**src/rtl/multicycle_ctrl_if.sv**
```systemverilog
// Decode inputs and datapath/memory control outputs of the multicycle MIPS controller.
// The controller drives through "master"; whoever supplies op/zero/mem_ready uses "slave".
interface multicycle_ctrl_if;
   logic [5:0] op;
   logic       zero;
   logic       mem_ready;
   logic       mem_req;
   logic       mem_we;
   logic       iord;
   logic       ir_we;
   logic       pc_en;
   logic [1:0] pcsrc;
   logic       alusrc_a;
   logic [1:0] alusrc_b;
   logic [1:0] aluop;
   logic       regdst;
   logic       memtoreg;
   logic       reg_we;
   logic       retire;
   logic       illegal;
   logic       mem_err;
   logic [3:0] state;

   modport master (
      input  op, zero, mem_ready,
      output mem_req, mem_we, iord, ir_we, pc_en, pcsrc, alusrc_a, alusrc_b, aluop,
             regdst, memtoreg, reg_we, retire, illegal, mem_err, state
   );

   modport slave (
      output op, zero, mem_ready,
      input  mem_req, mem_we, iord, ir_we, pc_en, pcsrc, alusrc_a, alusrc_b, aluop,
             regdst, memtoreg, reg_we, retire, illegal, mem_err, state
   );
endinterface

```
**src/rtl/multicycle_ctrl.sv**
```systemverilog
// Moore control FSM for the multicycle MIPS datapath with illegal-op trap and memory watchdog.
// Datapath controls are registered from the next state; only ir_we, pc_en and retire look at inputs.
module multicycle_ctrl #(
   parameter bit ILLEGAL_TRAP = 1'b1,
   parameter int MEM_TIMEOUT  = 0,
   parameter int CNT_W        = 8
) (
   input logic               clk,
   input logic               resetn,
   multicycle_ctrl_if.master bus
);
   typedef enum logic [3:0] {
      S_IDLE   = 4'h0,
      S_FETCH  = 4'h1,
      S_DECODE = 4'h2,
      S_MEMADR = 4'h3,
      S_MEMRD  = 4'h4,
      S_MEMWB  = 4'h5,
      S_MEMWR  = 4'h6,
      S_RTEXE  = 4'h7,
      S_ALUWB  = 4'h8,
      S_IEXE   = 4'h9,
      S_IWB    = 4'hA,
      S_BRANCH = 4'hB,
      S_JUMP   = 4'hC,
      S_HALT   = 4'hF
   } state_t;

   typedef struct packed {
      logic       mem_req;
      logic       mem_we;
      logic       iord;
      logic [1:0] pcsrc;
      logic       alusrc_a;
      logic [1:0] alusrc_b;
      logic [1:0] aluop;
      logic       regdst;
      logic       memtoreg;
      logic       reg_we;
   } ctrl_t;

   localparam logic [5:0] OP_RTYPE = 6'b000000;
   localparam logic [5:0] OP_LW    = 6'b100011;
   localparam logic [5:0] OP_SW    = 6'b101011;
   localparam logic [5:0] OP_BEQ   = 6'b000100;
   localparam logic [5:0] OP_J     = 6'b000010;
   localparam logic [5:0] OP_ADDI  = 6'b001000;

   localparam bit             WDOG_EN  = (MEM_TIMEOUT > 0);
   localparam logic [CNT_W-1:0] TMO_LAST = WDOG_EN ? CNT_W'(MEM_TIMEOUT - 1) : '0;

   state_t           state_q, state_d;
   logic [CNT_W-1:0] cnt_q, cnt_d;
   logic             illegal_q, illegal_d;
   logic             memErr_q, memErr_d;
   ctrl_t            ctrl_q;
   logic             opKnown;
   logic             memWait;

   function automatic ctrl_t ctrlFor(state_t s);
      ctrl_t c;
      c = '0;
      case (s)
         S_FETCH:  c.alusrc_b = 2'b01;
         S_DECODE: c.alusrc_b = 2'b11;
         S_MEMADR: begin c.alusrc_a = 1'b1; c.alusrc_b = 2'b10; end
         S_MEMWB:  begin c.reg_we = 1'b1; c.memtoreg = 1'b1; end
         S_RTEXE:  begin c.alusrc_a = 1'b1; c.aluop = 2'b10; end
         S_ALUWB:  begin c.reg_we = 1'b1; c.regdst = 1'b1; end
         S_IEXE:   begin c.alusrc_a = 1'b1; c.alusrc_b = 2'b10; c.aluop = 2'b11; end
         S_IWB:    c.reg_we = 1'b1;
         S_BRANCH: begin c.alusrc_a = 1'b1; c.aluop = 2'b01; c.pcsrc = 2'b01; end
         S_JUMP:   c.pcsrc = 2'b10;
         default:  ;
      endcase
      c.mem_req = (s == S_FETCH) || (s == S_MEMRD) || (s == S_MEMWR);
      c.iord    = (s == S_MEMRD) || (s == S_MEMWR);
      c.mem_we  = (s == S_MEMWR);
      return c;
   endfunction

   always_comb begin
      opKnown = (bus.op inside {OP_RTYPE, OP_LW, OP_SW, OP_BEQ, OP_J, OP_ADDI})
             || (bus.op[5:2] == 4'b0011);
      memWait = (state_q inside {S_FETCH, S_MEMRD, S_MEMWR}) && !bus.mem_ready;
   end

   always_comb begin
      state_d   = state_q;
      illegal_d = illegal_q;
      memErr_d  = memErr_q;
      case (state_q)
         S_IDLE:   state_d = S_FETCH;
         S_FETCH:  if (bus.mem_ready) state_d = S_DECODE;
         S_DECODE: begin
            if (!opKnown) begin
               illegal_d = 1'b1;
               state_d   = ILLEGAL_TRAP ? S_HALT : S_FETCH;
            end else if (bus.op == OP_RTYPE) begin
               state_d = S_RTEXE;
            end else if ((bus.op == OP_LW) || (bus.op == OP_SW)) begin
               state_d = S_MEMADR;
            end else if (bus.op == OP_BEQ) begin
               state_d = S_BRANCH;
            end else if (bus.op == OP_J) begin
               state_d = S_JUMP;
            end else begin
               state_d = S_IEXE;
            end
         end
         S_MEMADR: state_d = (bus.op == OP_SW) ? S_MEMWR : S_MEMRD;
         S_MEMRD:  if (bus.mem_ready) state_d = S_MEMWB;
         S_MEMWR:  if (bus.mem_ready) state_d = S_FETCH;
         S_RTEXE:  state_d = S_ALUWB;
         S_IEXE:   state_d = S_IWB;
         S_MEMWB, S_ALUWB, S_IWB, S_BRANCH, S_JUMP: state_d = S_FETCH;
         S_HALT:   state_d = S_HALT;
         default:  state_d = S_HALT;
      endcase
      // A ready in the final allowed wait cycle still wins, since memWait is then false.
      if (WDOG_EN && memWait && (cnt_q == TMO_LAST)) begin
         memErr_d = 1'b1;
         state_d  = S_HALT;
      end
      cnt_d = (WDOG_EN && memWait && (state_d == state_q)) ? cnt_q + 1'b1 : '0;
   end

   always_ff @(posedge clk or negedge resetn) begin
      if (!resetn) begin
         state_q   <= S_IDLE;
         cnt_q     <= '0;
         illegal_q <= 1'b0;
         memErr_q  <= 1'b0;
         ctrl_q    <= '0;
      end else begin
         state_q   <= state_d;
         cnt_q     <= cnt_d;
         illegal_q <= illegal_d;
         memErr_q  <= memErr_d;
         ctrl_q    <= ctrlFor(state_d);
      end
   end

   always_comb begin
      bus.mem_req  = ctrl_q.mem_req;
      bus.mem_we   = ctrl_q.mem_we;
      bus.iord     = ctrl_q.iord;
      bus.pcsrc    = ctrl_q.pcsrc;
      bus.alusrc_a = ctrl_q.alusrc_a;
      bus.alusrc_b = ctrl_q.alusrc_b;
      bus.aluop    = ctrl_q.aluop;
      bus.regdst   = ctrl_q.regdst;
      bus.memtoreg = ctrl_q.memtoreg;
      bus.reg_we   = ctrl_q.reg_we;
      bus.illegal  = illegal_q;
      bus.mem_err  = memErr_q;
      bus.state    = state_q;
      bus.ir_we    = (state_q == S_FETCH) && bus.mem_ready;
      bus.pc_en    = ((state_q == S_FETCH) && bus.mem_ready)
                  || ((state_q == S_BRANCH) && bus.zero)
                  || (state_q == S_JUMP);
      bus.retire   = (state_q inside {S_MEMWB, S_ALUWB, S_IWB, S_BRANCH, S_JUMP})
                  || ((state_q == S_MEMWR) && bus.mem_ready)
                  || ((state_q == S_DECODE) && !ILLEGAL_TRAP && !opKnown);
   end
endmodule
```
**src/flat_wrapper.sv**
```systemverilog
// flat-port wrapper written by rule: the top's interface ports become plain ports
module multicycle_ctrl_flat 
#(
   parameter bit ILLEGAL_TRAP = 1'b1,
   parameter int MEM_TIMEOUT  = 0,
   parameter int CNT_W        = 8
)
  (clk, resetn, bus_op, bus_zero, bus_mem_ready, bus_mem_req, bus_mem_we, bus_iord, bus_ir_we, bus_pc_en, bus_pcsrc, bus_alusrc_a, bus_alusrc_b, bus_aluop, bus_regdst, bus_memtoreg, bus_reg_we, bus_retire, bus_illegal, bus_mem_err, bus_state);
  multicycle_ctrl_if bus_i ();
  input logic clk;
  input logic resetn;
  input wire logic [$bits(bus_i.op)-1:0] bus_op;
  input wire logic [$bits(bus_i.zero)-1:0] bus_zero;
  input wire logic [$bits(bus_i.mem_ready)-1:0] bus_mem_ready;
  output wire logic [$bits(bus_i.mem_req)-1:0] bus_mem_req;
  output wire logic [$bits(bus_i.mem_we)-1:0] bus_mem_we;
  output wire logic [$bits(bus_i.iord)-1:0] bus_iord;
  output wire logic [$bits(bus_i.ir_we)-1:0] bus_ir_we;
  output wire logic [$bits(bus_i.pc_en)-1:0] bus_pc_en;
  output wire logic [$bits(bus_i.pcsrc)-1:0] bus_pcsrc;
  output wire logic [$bits(bus_i.alusrc_a)-1:0] bus_alusrc_a;
  output wire logic [$bits(bus_i.alusrc_b)-1:0] bus_alusrc_b;
  output wire logic [$bits(bus_i.aluop)-1:0] bus_aluop;
  output wire logic [$bits(bus_i.regdst)-1:0] bus_regdst;
  output wire logic [$bits(bus_i.memtoreg)-1:0] bus_memtoreg;
  output wire logic [$bits(bus_i.reg_we)-1:0] bus_reg_we;
  output wire logic [$bits(bus_i.retire)-1:0] bus_retire;
  output wire logic [$bits(bus_i.illegal)-1:0] bus_illegal;
  output wire logic [$bits(bus_i.mem_err)-1:0] bus_mem_err;
  output wire logic [$bits(bus_i.state)-1:0] bus_state;
  assign bus_i.op = bus_op;
  assign bus_i.zero = bus_zero;
  assign bus_i.mem_ready = bus_mem_ready;
  assign bus_mem_req = bus_i.mem_req;
  assign bus_mem_we = bus_i.mem_we;
  assign bus_iord = bus_i.iord;
  assign bus_ir_we = bus_i.ir_we;
  assign bus_pc_en = bus_i.pc_en;
  assign bus_pcsrc = bus_i.pcsrc;
  assign bus_alusrc_a = bus_i.alusrc_a;
  assign bus_alusrc_b = bus_i.alusrc_b;
  assign bus_aluop = bus_i.aluop;
  assign bus_regdst = bus_i.regdst;
  assign bus_memtoreg = bus_i.memtoreg;
  assign bus_reg_we = bus_i.reg_we;
  assign bus_retire = bus_i.retire;
  assign bus_illegal = bus_i.illegal;
  assign bus_mem_err = bus_i.mem_err;
  assign bus_state = bus_i.state;
  multicycle_ctrl #(.ILLEGAL_TRAP(ILLEGAL_TRAP), .MEM_TIMEOUT(MEM_TIMEOUT), .CNT_W(CNT_W)) u_core (.clk(clk), .resetn(resetn), .bus(bus_i));
endmodule
```
**config.mk**
```make
export PLATFORM = sky130hd
export DESIGN_NAME = multicycle_ctrl_flat
export DESIGN_NICKNAME = d
export VERILOG_FILES = /design/src/rtl/multicycle_ctrl_if.sv /design/src/rtl/multicycle_ctrl.sv /design/src/flat_wrapper.sv
export SDC_FILE = /design/constraint.sdc
export NUM_CORES = 1
export LEC_CHECK = 0
export BUFFER_PORTS_ARGS = -buffer_cell sky130_fd_sc_hd__buf_4
export CELL_PAD_IN_SITES_DETAIL_PLACEMENT = 1
export CELL_PAD_IN_SITES_GLOBAL_PLACEMENT = 1
export CORE_MARGIN = 1.5
export CORE_UTILIZATION = 25
export CTS_CLUSTER_SIZE = 8
export DETAILED_ROUTE_END_ITERATION = 12
export GPL_TIMING_DRIVEN = 0
export PLACE_DENSITY = 0.65
export SLEW_MARGIN = 40
export SYNTH_ARGS = -nofsm -noshare
export SYNTH_HDL_FRONTEND = slang
export SYNTH_SLANG_ARGS = --single-unit
```
**constraint.sdc**
```tcl
create_clock -name clk -period 3.2 [get_ports clk]
set_input_delay 0.32 -clock clk [delete_from_list [all_inputs] [get_ports clk]]
set_output_delay 0.32 -clock clk [all_outputs]
set_load 0.05 [all_outputs]
```
# Word-level counts from Yosys, hierarchy flattened
# Cells that the tools add are included.
# totals
register_bits	18
in_bits	10
output_inout_bits	22
elab_cells	80
# op_classes
eq_ne	30
muxes	17
bitwise	1
reduce_logical	20
# ops
op	count
4-bit == test, second input constant	10
4-bit by 3-bit == test with 1-bit output, second input constant	8
4-bit one-hot mux with 8 select lines	1
4-bit two-way mux	7
4-bit by 2-bit == test with 1-bit output, second input constant	5
6-bit == test, second input constant	2
2-bit one-hot mux with 3 select lines	2
4-bit by 1-bit == test with 1-bit output, second input constant	2
1-bit logical OR	8
6-bit by 2-bit == test with 1-bit output, second input constant	1
6-bit by 3-bit == test with 1-bit output, second input constant	1
6-bit by 4-bit == test with 1-bit output, second input constant	1
6-bit logical NOT	1
6-bit nonzero test	1
6-bit OR reduction	1
5-bit nonzero test	1
4-bit logical NOT	1
1-bit two-way mux	4
2-bit one-hot mux with 2 select lines	1
4-bit OR reduction	1
1-bit logical AND	3
3-bit two-way mux	1
3-bit OR reduction	1
2-bit two-way mux	1
other kinds (3)	3

# Longest topological paths before layout
# Gate-level depths: netlist (run 1).
# logic_depth
word_depth	10
depth_mapped	7
mapped_depth_nobuf	6

# Worst setup path before layout (run 1)
# No wires, ideal clock.
# synth_path
path_kind	register to output
from	reg u_core.state_q[2] (netlist: u_core.bus.state[2])
to	out bus_retire
t_arrival_ps	2254
required_time_ps	2880
path_slack_ps	626
path_stages_with_launch	4
path_cell_list	dfrtp_1 > clkbuf_1 > nand2b_1 > o21ai_0
# synth_via
elab_chain_cells	3
# synth_rtl
element	line	text
from (decl)	multicycle_ctrl.sv:52	state_t state_q, state_d;
from (signal assigned)	multicycle_ctrl.sv:136	state_q <= state_d;
4-bit by 3-bit == test with 1-bit output, or another cell as far along	multicycle_ctrl.sv:162	bus.retire = (state_q inside {S_MEMWB, S_ALUWB, S_IWB, S_BRANCH, S_JUMP})
5-bit nonzero test / 1-bit logical AND (equally long branches)	multicycle_ctrl.sv:162, multicycle_ctrl.sv:163	
1-bit logical OR *	multicycle_ctrl.sv:163	|| ((state_q == S_MEMWR) && bus.mem_ready)
to (decl)	flat_wrapper.sv:27	output wire logic [$bits(bus_i.retire)-1:0] bus_retire;
# Mark *: on every way between the ends. The rest lies on a longest branch, timed or not.

# Worst setup path in the final report (run 1)
# layout_path
from	reg u_core.state_q[0] (netlist: u_core.bus.state[0])
to	reg u_core.ctrl_q, in the netlist u_core.bus.alusrc_b[0]
# layout_via
elab_chain_cells	6
# layout_rtl
element	line	text
4-bit == test, or another cell as far along	multicycle_ctrl.sv:92	case (state_q)
6-bit OR reduction (no source line)	n/a	
4-bit one-hot mux with 8 select lines *	multicycle_ctrl.sv:92	
net u_core.state_d[0]	multicycle_ctrl.sv:52	
4-bit by 2-bit == test with 1-bit output / 4-bit == test (equally long branches)	multicycle_ctrl.sv:63	case (s)
2-bit OR reduction (no source line)	n/a	
2-bit one-hot mux with 3 select lines *	multicycle_ctrl.sv:63	
to (signal assigned)	multicycle_ctrl.sv:140	ctrl_q <= ctrlFor(state_d);
to (decl)	multicycle_ctrl.sv:56	ctrl_t ctrl_q;
# The timed path passes the listed nets; every way through them passes the cells marked *.
# A chain may end at the register's enable or synchronous reset.

==> results of run 1 <==
==> worst max-delay path: stages (launching register included) <==
cell	delay (ns)
dfrtp_1	0.48
clkbuf_1	0.35
o21a_1	0.18
a311oi_1	0.04
o32ai_1	0.64
inv_1	0.18
a211oi_2	0.22
==> per-stage QoR <==
stage          setup WS, ns  hold WS (ns)   util  instances  instance area (um^2)
4_1_cts               0.973         0.381  0.362        186                  1370
2_1_floorplan         0.626        0.0244      -        103                  1010
5_1_grt               0.760         0.382  0.362        186                  1370
6_report               1.02         0.386  0.362        186                  1370
3_3_place_gp          0.927         0.196  0.343        181                  1290
3_5_place_dp           1.02         0.203  0.345        181                  1300
==> cell families after synthesis <==
logic type	count (synthesis)
other	1
DFF	18
AOI/OAI and AO/OA	31
and+or+nand+nor	44
buffers and inverters	9
==> path summary, 6_finish.rpt <==
| check | to | slack, ns | depth (start not counted) | start |
|---|---|---|---|---|
| hold reg to reg | u_core.bus.illegal | 0.49 | 1 | u_core.bus.illegal |
| max in group asynchronous | u_core.bus.aluop[0] | 2.53 | 2 | resetn |
| setup / recovery | u_core.bus.alusrc_b[0] | 1.02 | 6 | u_core.bus.state[0] |
| min in group asynchronous | u_core.bus.memtoreg | 0.47 | 2 | resetn |
| setup reg to reg | u_core.bus.alusrc_b[0] | 1.02 | 6 | u_core.bus.state[0] |
| hold / removal | u_core.bus.memtoreg | 0.39 | 2 | bus_mem_ready |
==> power by group <==
| group | leakage [nW] | switching (mW) | internal, mW |
|---|---|---|---|
| registers | 0.233 | 0.0597 | 0.308 |
| logic | 0.351 | 0.675 | 0.328 |
| clock network | 0.0288 | 0.0733 | 0.109 |
==> cell usage after synthesis, drive strengths merged (2+ instances only) <==
| master | count | share of area |
|---|---|---|
| o21ai | 8 | 0.040 |
| a21oi | 2 | 0.0099 |
| nand2b | 3 | 0.019 |
| and3 | 3 | 0.019 |
| o32ai | 2 | 0.017 |
| a211oi | 3 | 0.027 |
| a31oi | 3 | 0.019 |
| nand2 | 7 | 0.029 |
| o21bai | 2 | 0.026 |
| nor2 | 10 | 0.037 |
| nor3 | 2 | 0.0099 |
| or2 | 3 | 0.019 |
| nor4b | 4 | 0.041 |
| clkbuf | 3 | 0.011 |
| nor3b | 2 | 0.015 |
| nand3b | 2 | 0.015 |
| buf | 2 | 0.012 |
| o21a | 3 | 0.022 |
| inv | 4 | 0.015 |
| o22ai | 2 | 0.019 |
| nor2b | 4 | 0.025 |
| dfrtp | 18 | 0.45 |
==> state kept, by name, indices dropped and copies added, names as in the netlist <==
signal,flops
u_core.bus.regdst,1
u_core.bus.memtoreg,1
u_core.bus.pcsrc,2
u_core.bus.illegal,1
u_core.bus.mem_we,1
u_core.bus.alusrc_b,2
u_core.bus.reg_we,1
u_core.bus.aluop,2
u_core.bus.alusrc_a,1
u_core.bus.mem_req,1
u_core.bus.iord,1
u_core.bus.state,4
==> layer usage <==
metal	up-vias	share of wire
met5	-	0
met4	0	0.0097
met3	4	0.043
met2	21	0.49
met1	432	0.46
li1	445	-
==> layout make-up <==
cell class	instances	area (um^2)	share of cell area
inverter	4	15.0	0.0110
sequential	18	450	0.330
clock buffer	4	55.1	0.0403
tap	48	60.1	0.0440
timing repair buffer	31	235	0.172
multi-input combinational	76	526	0.385
buffer	5	23.8	0.0174
==> run summary, run 1 <==
Crit Path Max Fanout: 10
WS Path Type: reg -> reg
status: finished clean
period utilisation layout: 0.682
die width: 66.5 um
Vias per Instance: 4.85
Core ar.: 3770 um^2
Max Cap Viol: 0
post-CTS setup buffers: 0
Clock Sinks: 18
Post-Synth Adder-Cell Area: 0
Die Footprint: 4420 um^2
Seq cells post-synth: 18
first-pass GRT wire length: 4440 um
Rows: 22
minimum clock period after layout: 2.18 ns
Top Ports: 32
CTS H-tree depth: 1
Avg Cell Area, Syn: 9.79 um^2
initial cell density of the core: 0.267
Clock Path Buffers: 2
synthesis-to-layout area growth: 35.4%
Fmax: 458 MHz
pin count of the biggest net entering global routing: 19
Min-Delay Path Class: in -> reg
Hold Vio Cnt, Final: 0
vias in the first global route: 911
die height: 66.5 um
post-synthesis mux area share: 0
commonest cells after routing, fill and taps aside: buf_4 (31), dfrtp_1 (18), nor2_1 (10)
met3 Usage GRT: 0.0253
Leakage: 0.612 nW
drt initial violations: 53
drt drc: 0
met1 Use GR: 0.165
number of synthesized flops with an enable pin: 0
gpl congestion: 0.755
via count: 902
Syn. warnings: 0
Final ANT Viol Nets: 0
endpoints failing setup: 0
Layout Nets: 149
met2 Resource Use GR: 0.224
XOR/XNOR Fraction of Synth Area: 0
dominant synthesized flop cell: dfrtp_1
gr usage total: 0.132
GRT overflow: 0
HPWL Detailed: 1930 um
synthesized area: 1010 um^2
initial antenna violation count: 0
Worst VDD drop: 0.377 mV
routed wire length: 2570 um
root buffer cell: clkbuf_8
RSZ-0062 raised after global routing: no
largest family of logic cells by synthesized area: simple AND/OR/NAND/NOR gates
sequential area share after synthesis: 0.447
CTS clock-pin slew for the worst setup and hold paths: 0.07 ns
Unique masters post-synth: 41
most common cell after layout, fill and taps aside: buf_4
layout cells sized above 1: 0.341
CTS tree: yes
Worst setup SP type: flip-flop
GR peak layer: met2
max-slew violations: 0
worst-margin pin slew: 0.735 ns
Crit. End Element: flip-flop
PD cells: 1140 nW/um^2
synthesized net count: 113
Fill cells: 454
Compound-Gate Fraction of Synth Area: 0.248
antenna cells: 0
setup TNS: 0 ns
Wirelength per Cell: 13.8 um
Post-Synth Simple-Gate Area: 0.263
crit path DAT: 2.35 ns
relative slew slack: 0.509
cts bufs inserted: 3
later-pin clock latency in the skew report: 0.25 ns
Worst Skew: 0.00790 ns
ys async rst share: 1.00
1st-pass router iterations: 4
Post-Syn Instances: 103
Pwr Total: 1.55 mW
Required @ worst endpoint: 3.37 ns
hold_buf cts: 1
IO buf count: 30
post_cts resized: 0
(Power assumes the default switching activity.)
==> run 2: changes to the inputs <==
Settings changed: PLACE_DENSITY 0.65 to 0.67.
Clock period 3.2 ns to 1.8 ns, I/O delays scaled along.
==> run 2 against run 1 <==
Effect of this change:
- the flow now finishes with violations (negative setup slack)
- total power up 95%
- cell count up 4.8%
- cell area up 9.9%
- largest power group unchanged
==> run summary, run 2 (synthesized netlist as in run 1, its figures left out) <==
status: finished with violations
failing checks: negative setup slack
synthesis-to-layout area growth: 48.8%
Worst Skew: 0.00262 ns (-0.00528 ns)
Fmax: 513 MHz (+12%)
max-slew violations: 0 (unchanged)
PD cells: 2020 nW/um^2 (+78%)
later-pin clock latency in the skew report: 0.25 ns (about the same)
setup ws final: -0.148 ns (-1.17 ns)
most common cell after layout, fill and taps aside: buf_4
setup TNS: -0.981 ns (-0.981 ns)
HPWL Detailed: 1950 um (+0.71%)
Vias per Instance: 4.89 (+0.88%)
WS Path Type: reg -> reg
Worst VDD drop: 0.666 mV (+77%)
vias in the first global route: 939 (+3.1%)
routed wire length: 2750 um (+6.9%)
period utilisation layout: 1.08 (+0.400)
pin count of the biggest net entering global routing: 19 (unchanged)
root buffer cell: clkbuf_8
commonest cells after routing, fill and taps aside: buf_4 (39), dfrtp_1 (14), nor2_1 (9)
minimum clock period after layout: 1.95 ns (-0.234 ns)
Min-Delay Path Class: in -> reg
layout cells sized above 1: 0.490 (+0.149)
die width: 66.5 um (unchanged)
Clock Sinks: 18 (unchanged)
Max Cap Viol: 0 (unchanged)
via count: 954 (+5.8%)
Worst setup SP type: flip-flop
gpl congestion: 0.740 (-1.9%)
initial antenna violation count: 0 (unchanged)
drt drc: 0 (unchanged)
hold-critical path depth: 2 (unchanged)
IO buf count: 30 (unchanged)
CTS H-tree depth: 1 (unchanged)
CP Cell Sequence: or4b_4 -> o21bai_4 -> o311ai_4 -> buf_4 -> nand2b_1 -> o21ai_1
Rows: 22 (unchanged)
antenna cells: 0 (unchanged)
CTS tree: yes
crit path DAT: 2.12 ns (-0.23 ns)
endpoints failing setup: 11 (+11)
GRT overflow: 0 (unchanged)
CP max stage delay: 0.53 ns (-0.11 ns)
FF-to-FF path depth: 6 (unchanged)
Crit Path Max Fanout: 6 (-4)
die height: 66.5 um (unchanged)
Clock Path Buffers: 2 (unchanged)
Required @ worst endpoint: 1.98 ns (-1.39 ns)
gr usage total: 0.136 (+0.00473)
cts bufs inserted: 3 (unchanged)
Critical Path Slowest Stage Cell: or4b_4
CTS clock-pin slew for the worst setup and hold paths: 0.06 ns (about the same)
Wirelength per Cell: 14.1 um (+2.0%)
Crit. End Element: flip-flop
RSZ-0062 raised after global routing: yes
initial cell density of the core: 0.267 (unchanged)
Core ar.: 3770 um^2 (unchanged)
Die Footprint: 4420 um^2 (unchanged)
1st-pass router iterations: 4 (unchanged)
max FFs per register: 4 (unchanged)
Layout Nets: 158 (+6.0%)
post-layout util: 0.398 (+0.0358)
Top Ports: 32 (unchanged)
Leakage: 0.677 nW (+11%)
Final ANT Viol Nets: 0 (unchanged)
Hold Vio Cnt, Final: 0 (unchanged)
drt initial violations: 62 (+17%)
first-pass GRT wire length: 4560 um (+2.8%)
-- run 2: per-stage QoR --
stage / hold WS, ns / cell area, um^2 / total power [mW] / cells / setup slack, ns
after CTS: 0.263 / 1480 / 3.03 / 195 / -0.194
after global placement: 0.0560 / 1310 / 2.45 / 181 / -0.339
final: 0.267 / 1500 / 3.03 / 195 / -0.148
after detailed placement: 0.0618 / 1320 / 2.48 / 181 / -0.312
after global routing: 0.266 / 1500 / 3.22 / 195 / -0.240
after floorplan: -0.116 / 1030 / 1.98 / 103 / -0.180
-- run 2: report_power, final --
| part | internal, mW | switching [mW] | leakage (nW) | total, mW |
|---|---|---|---|---|
| combinational | 0.764 | 1.30 | 0.421 | 2.07 |
| clock | 0.194 | 0.128 | 0.0288 | 0.322 |
| sequential | 0.556 | 0.0857 | 0.228 | 0.642 |
-- run 2: timing repair --
item,CTS,global route
pin swaps,5,1
setup endpoints to repair,13,12
buffers inserted,9,0
hold endpoints to repair,18,0
resized for setup,11,6
hold buffers,1,0
-- run 2: area by class of cell --
class	count	area [um^2]
well taps	48	60.1
multi-input cells	76	566
inverters	4	15.0
flip-flops and latches	18	455
repair buffers	40	310
clock buffers	4	55.1
fillers	423	2270
plain buffers	5	38.8
-- run 2: layer usage --
| layer | vias up | share of wire | track usage |
|---|---|---|---|
| li1 | 464 | - | - |
| met1 | 465 | 0.43 | 0.168 |
| met2 | 23 | 0.51 | 0.233 |
| met3 | 2 | 0.053 | 0.0321 |
| met4 | 0 | 0.010 | 0.0459 |
| met5 | - | 0 | 0 |
-- run 2: worst paths after layout --
kind	start	to	slack [ns]
hold reg to reg	u_core.bus.illegal	u_core.bus.illegal	0.48
min in group asynchronous	resetn	u_core.bus.reg_we	0.33
hold / removal	bus_mem_ready	u_core.bus.memtoreg	0.27
setup / recovery	u_core.bus.state[3]	u_core.bus.aluop[1]	-0.15
setup reg to reg	u_core.bus.state[3]	u_core.bus.aluop[1]	-0.15
max in group asynchronous	resetn	u_core.bus.state[1]	1.26
-- run 2: worst max-delay path, delay by kind of cell, from the launching register on --
| kind | cells | cell delay (ns) |
|---|---|---|
| AOI/OAI and AO/OA | 3 | 0.66 |
| buffers and inverters | 1 | 0.18 |
| DFF | 1 | 0.44 |
| and+or+nand+nor | 2 | 0.58 |
==> run 3: changes to the inputs <==
Settings changed: SETUP_SLACK_MARGIN from default to 0.1.
==> run 3 against run 2 <==
Effect of this change:
- the run still ends with negative setup slack left
- routed wire length increased by 31%
- sequential power increased by 0.9%
- via count increased by 9.1%
- sequential share of layout area decreased by 4.3 points
- core utilization increased by 6.6 points
- non-clock buffer count increased by 14
- global-route usage increased by 2.4 points
- register-to-register slack got worse by 0.02 ns
- largest cell class unchanged
==> run summary, run 3 (synthesized netlist as in run 1, its figures left out) <==
status: finished with violations
failing checks: negative setup slack
Layout Nets: 172 (+8.9%)
Worst Skew: 0.00454 ns (+0.00192 ns)
Hold Vio Cnt, Final: 0 (unchanged)
root buffer cell: clkbuf_8
Crit Path Max Fanout: 4 (-2)
synthesis-to-layout area growth: 73.3%
setup ws final: -0.167 ns (-0.0192 ns)
cts bufs inserted: 3 (unchanged)
Pwr Total: 3.71 mW (+23%)
CP top delay family: compound AO/OA/AOI/OAI gates
initial antenna violation count: 0 (unchanged)
via count: 1041 (+9.1%)
commonest cells after routing, fill and taps aside: buf_4 (49), dfrtp_1 (14), nor2_1 (9)
later-pin clock latency in the skew report: 0.25 ns (about the same)
FF-to-FF path depth: 7 (+1)
HPWL Detailed: 1990 um (+2.3%)
R2R Setup Slk: -0.17 ns (-0.02 ns)
worst-margin pin slew: 0.516 ns
die width: 66.5 um (unchanged)
die height: 66.5 um (unchanged)
Top Ports: 32 (unchanged)
CP max stage delay: 0.45 ns (-0.08 ns)
minimum clock period after layout: 1.97 ns (+0.0192 ns)
RSZ-0062 raised after global routing: yes
gpl congestion: 0.745 (+0.62%)
Critical Path Slowest Stage Cell: dfrtp_2
GRT overflow: 0 (unchanged)
CP Cell Sequence: buf_4 -> o21a_1 -> a311oi_2 -> o32ai_2 -> buf_4 -> or2_4 -> nor3_1
routed wire length: 3600 um (+31%)
period utilisation layout: 1.09 (+0.0107)
worst path bufs/invs: 2 (+1)
Rows: 22 (unchanged)
layout cells sized above 1: 0.596 (+0.106)
most common cell after layout, fill and taps aside: buf_4
drt initial violations: 39 (-37%)
initial cell density of the core: 0.267 (unchanged)
CTS H-tree depth: 1 (unchanged)
max-slew violations: 0 (unchanged)
1st-pass router iterations: 4 (unchanged)
IO buf count: 30 (unchanged)
Final ANT Viol Nets: 0 (unchanged)
CP endpoint: u_core.bus.pcsrc[0]
Worst VDD drop: 0.691 mV (+3.8%)
Max Cap Viol: 0 (unchanged)
Min-Delay Path Class: in -> reg
RR Endpoint: u_core.bus.pcsrc[0]
relative slew slack: 0.655
Fill cells: 428 (+1.2%)
reg2reg start: u_core.bus.state[1]
antenna cells: 0 (unchanged)
endpoints failing setup: 12 (+1)
Fmax: 508 MHz (-0.98%)
Clock Sinks: 18 (unchanged)
Core ar.: 3770 um^2 (unchanged)
drt drc: 0 (unchanged)
vias in the first global route: 1028 (+9.5%)
WS Path Type: reg -> reg
critical path depth: 7 (+1)
Wirelength per Cell: 17.2 um (+22%)
first-pass GRT wire length: 5360 um (+18%)
pin count of the biggest net entering global routing: 19 (unchanged)
max FFs per register: 4 (unchanged)
PD cells: 2130 nW/um^2 (+5.2%)
Vias per Instance: 4.98 (+1.8%)
crit path DAT: 2.14 ns (+0.02 ns)
gr usage total: 0.160 (+0.0241)
Critical Path Source: u_core.bus.state[1]
hold slack: 0.266 ns (-0.00124 ns)
Worst setup SP type: flip-flop
Multi-input gate area: 648 um^2 (+15%)
Register Area: 455 um^2 (unchanged)
Die Footprint: 4420 um^2 (unchanged)
Crit. End Element: flip-flop
Leakage: 0.794 nW (+17%)
Clock Path Buffers: 2 (unchanged)
CTS tree: yes
Most common cell on crit path: buf_4
CTS clock-pin slew for the worst setup and hold paths: 0.07 ns (about the same)
Required @ worst endpoint: 1.97 ns (about the same)
[run 3: cell count changes in the layout (fill, tap and decap cells not counted), moves of 2 or more]
cell      before  now
buf_8          0    2
buf_12         0    2
o21ai_2        1    3
clkbuf_2       2    0
buf_4         39   49
[run 3: layer usage]
layer,share of wire,routed length (um),GRT usage
met1,0.44,1570,0.208
met4,0.0072,26,0.0306
met5,0,0,0
met3,0.045,162,0.0422
met2,0.51,1850,0.269
[run 3: timing repair]
| item | 4_1_cts | 5_1_grt |
|---|---|---|
| hold endpoints to repair | 18 | 0 |
| buffers inserted | 16 | 8 |
| pin swaps | 8 | 5 |
| hold buffers | 1 | 0 |
| gates resized for setup | 30 | 12 |
| setup endpoints to repair | 15 | 16 |
[run 3: layout make-up]
class | instances | area share
repair buffers | 55 | 0.263
inverters | 4 | 0.00859
multi-input cells | 76 | 0.371
plain buffers | 4 | 0.0315
well taps | 48 | 0.0344
flip-flops and latches | 18 | 0.261
clock buffers | 4 | 0.0315
[run 3: worst min-delay path by stage]
stage	start	end	slack (ns)	cells after the start
global route	bus_mem_ready	u_core.bus.memtoreg	0.26	2
CTS	bus_mem_ready	u_core.bus.memtoreg	0.26	2
finish	bus_mem_ready	u_core.bus.memtoreg	0.27	2
detailed placement	resetn	u_core.bus.reg_we	0.06	1
global placement	resetn	u_core.bus.reg_we	0.06	1
floorplan	resetn	u_core.bus.aluop[0]	-0.12	0
[run 3: stage by stage]
stage	util	cell area (um^2)	cells	setup TNS [ns]	setup slack, ns
2_1_floorplan	-	1040	103	-1.11	-0.172
5_1_grt	0.464	1750	209	-1.70	-0.203
3_3_place_gp	0.351	1320	181	-1.32	-0.204
6_report	0.464	1750	209	-1.19	-0.167
4_1_cts	0.434	1640	202	-1.11	-0.153
3_5_place_dp	0.351	1320	181	-1.72	-0.243
[run 3: power breakdown]
| group | switching (mW) | internal (mW) | total (mW) |
|---|---|---|---|
| clock | 0.128 | 0.194 | 0.323 |
| combinational | 1.55 | 1.20 | 2.74 |
| sequential | 0.0920 | 0.556 | 0.648 |
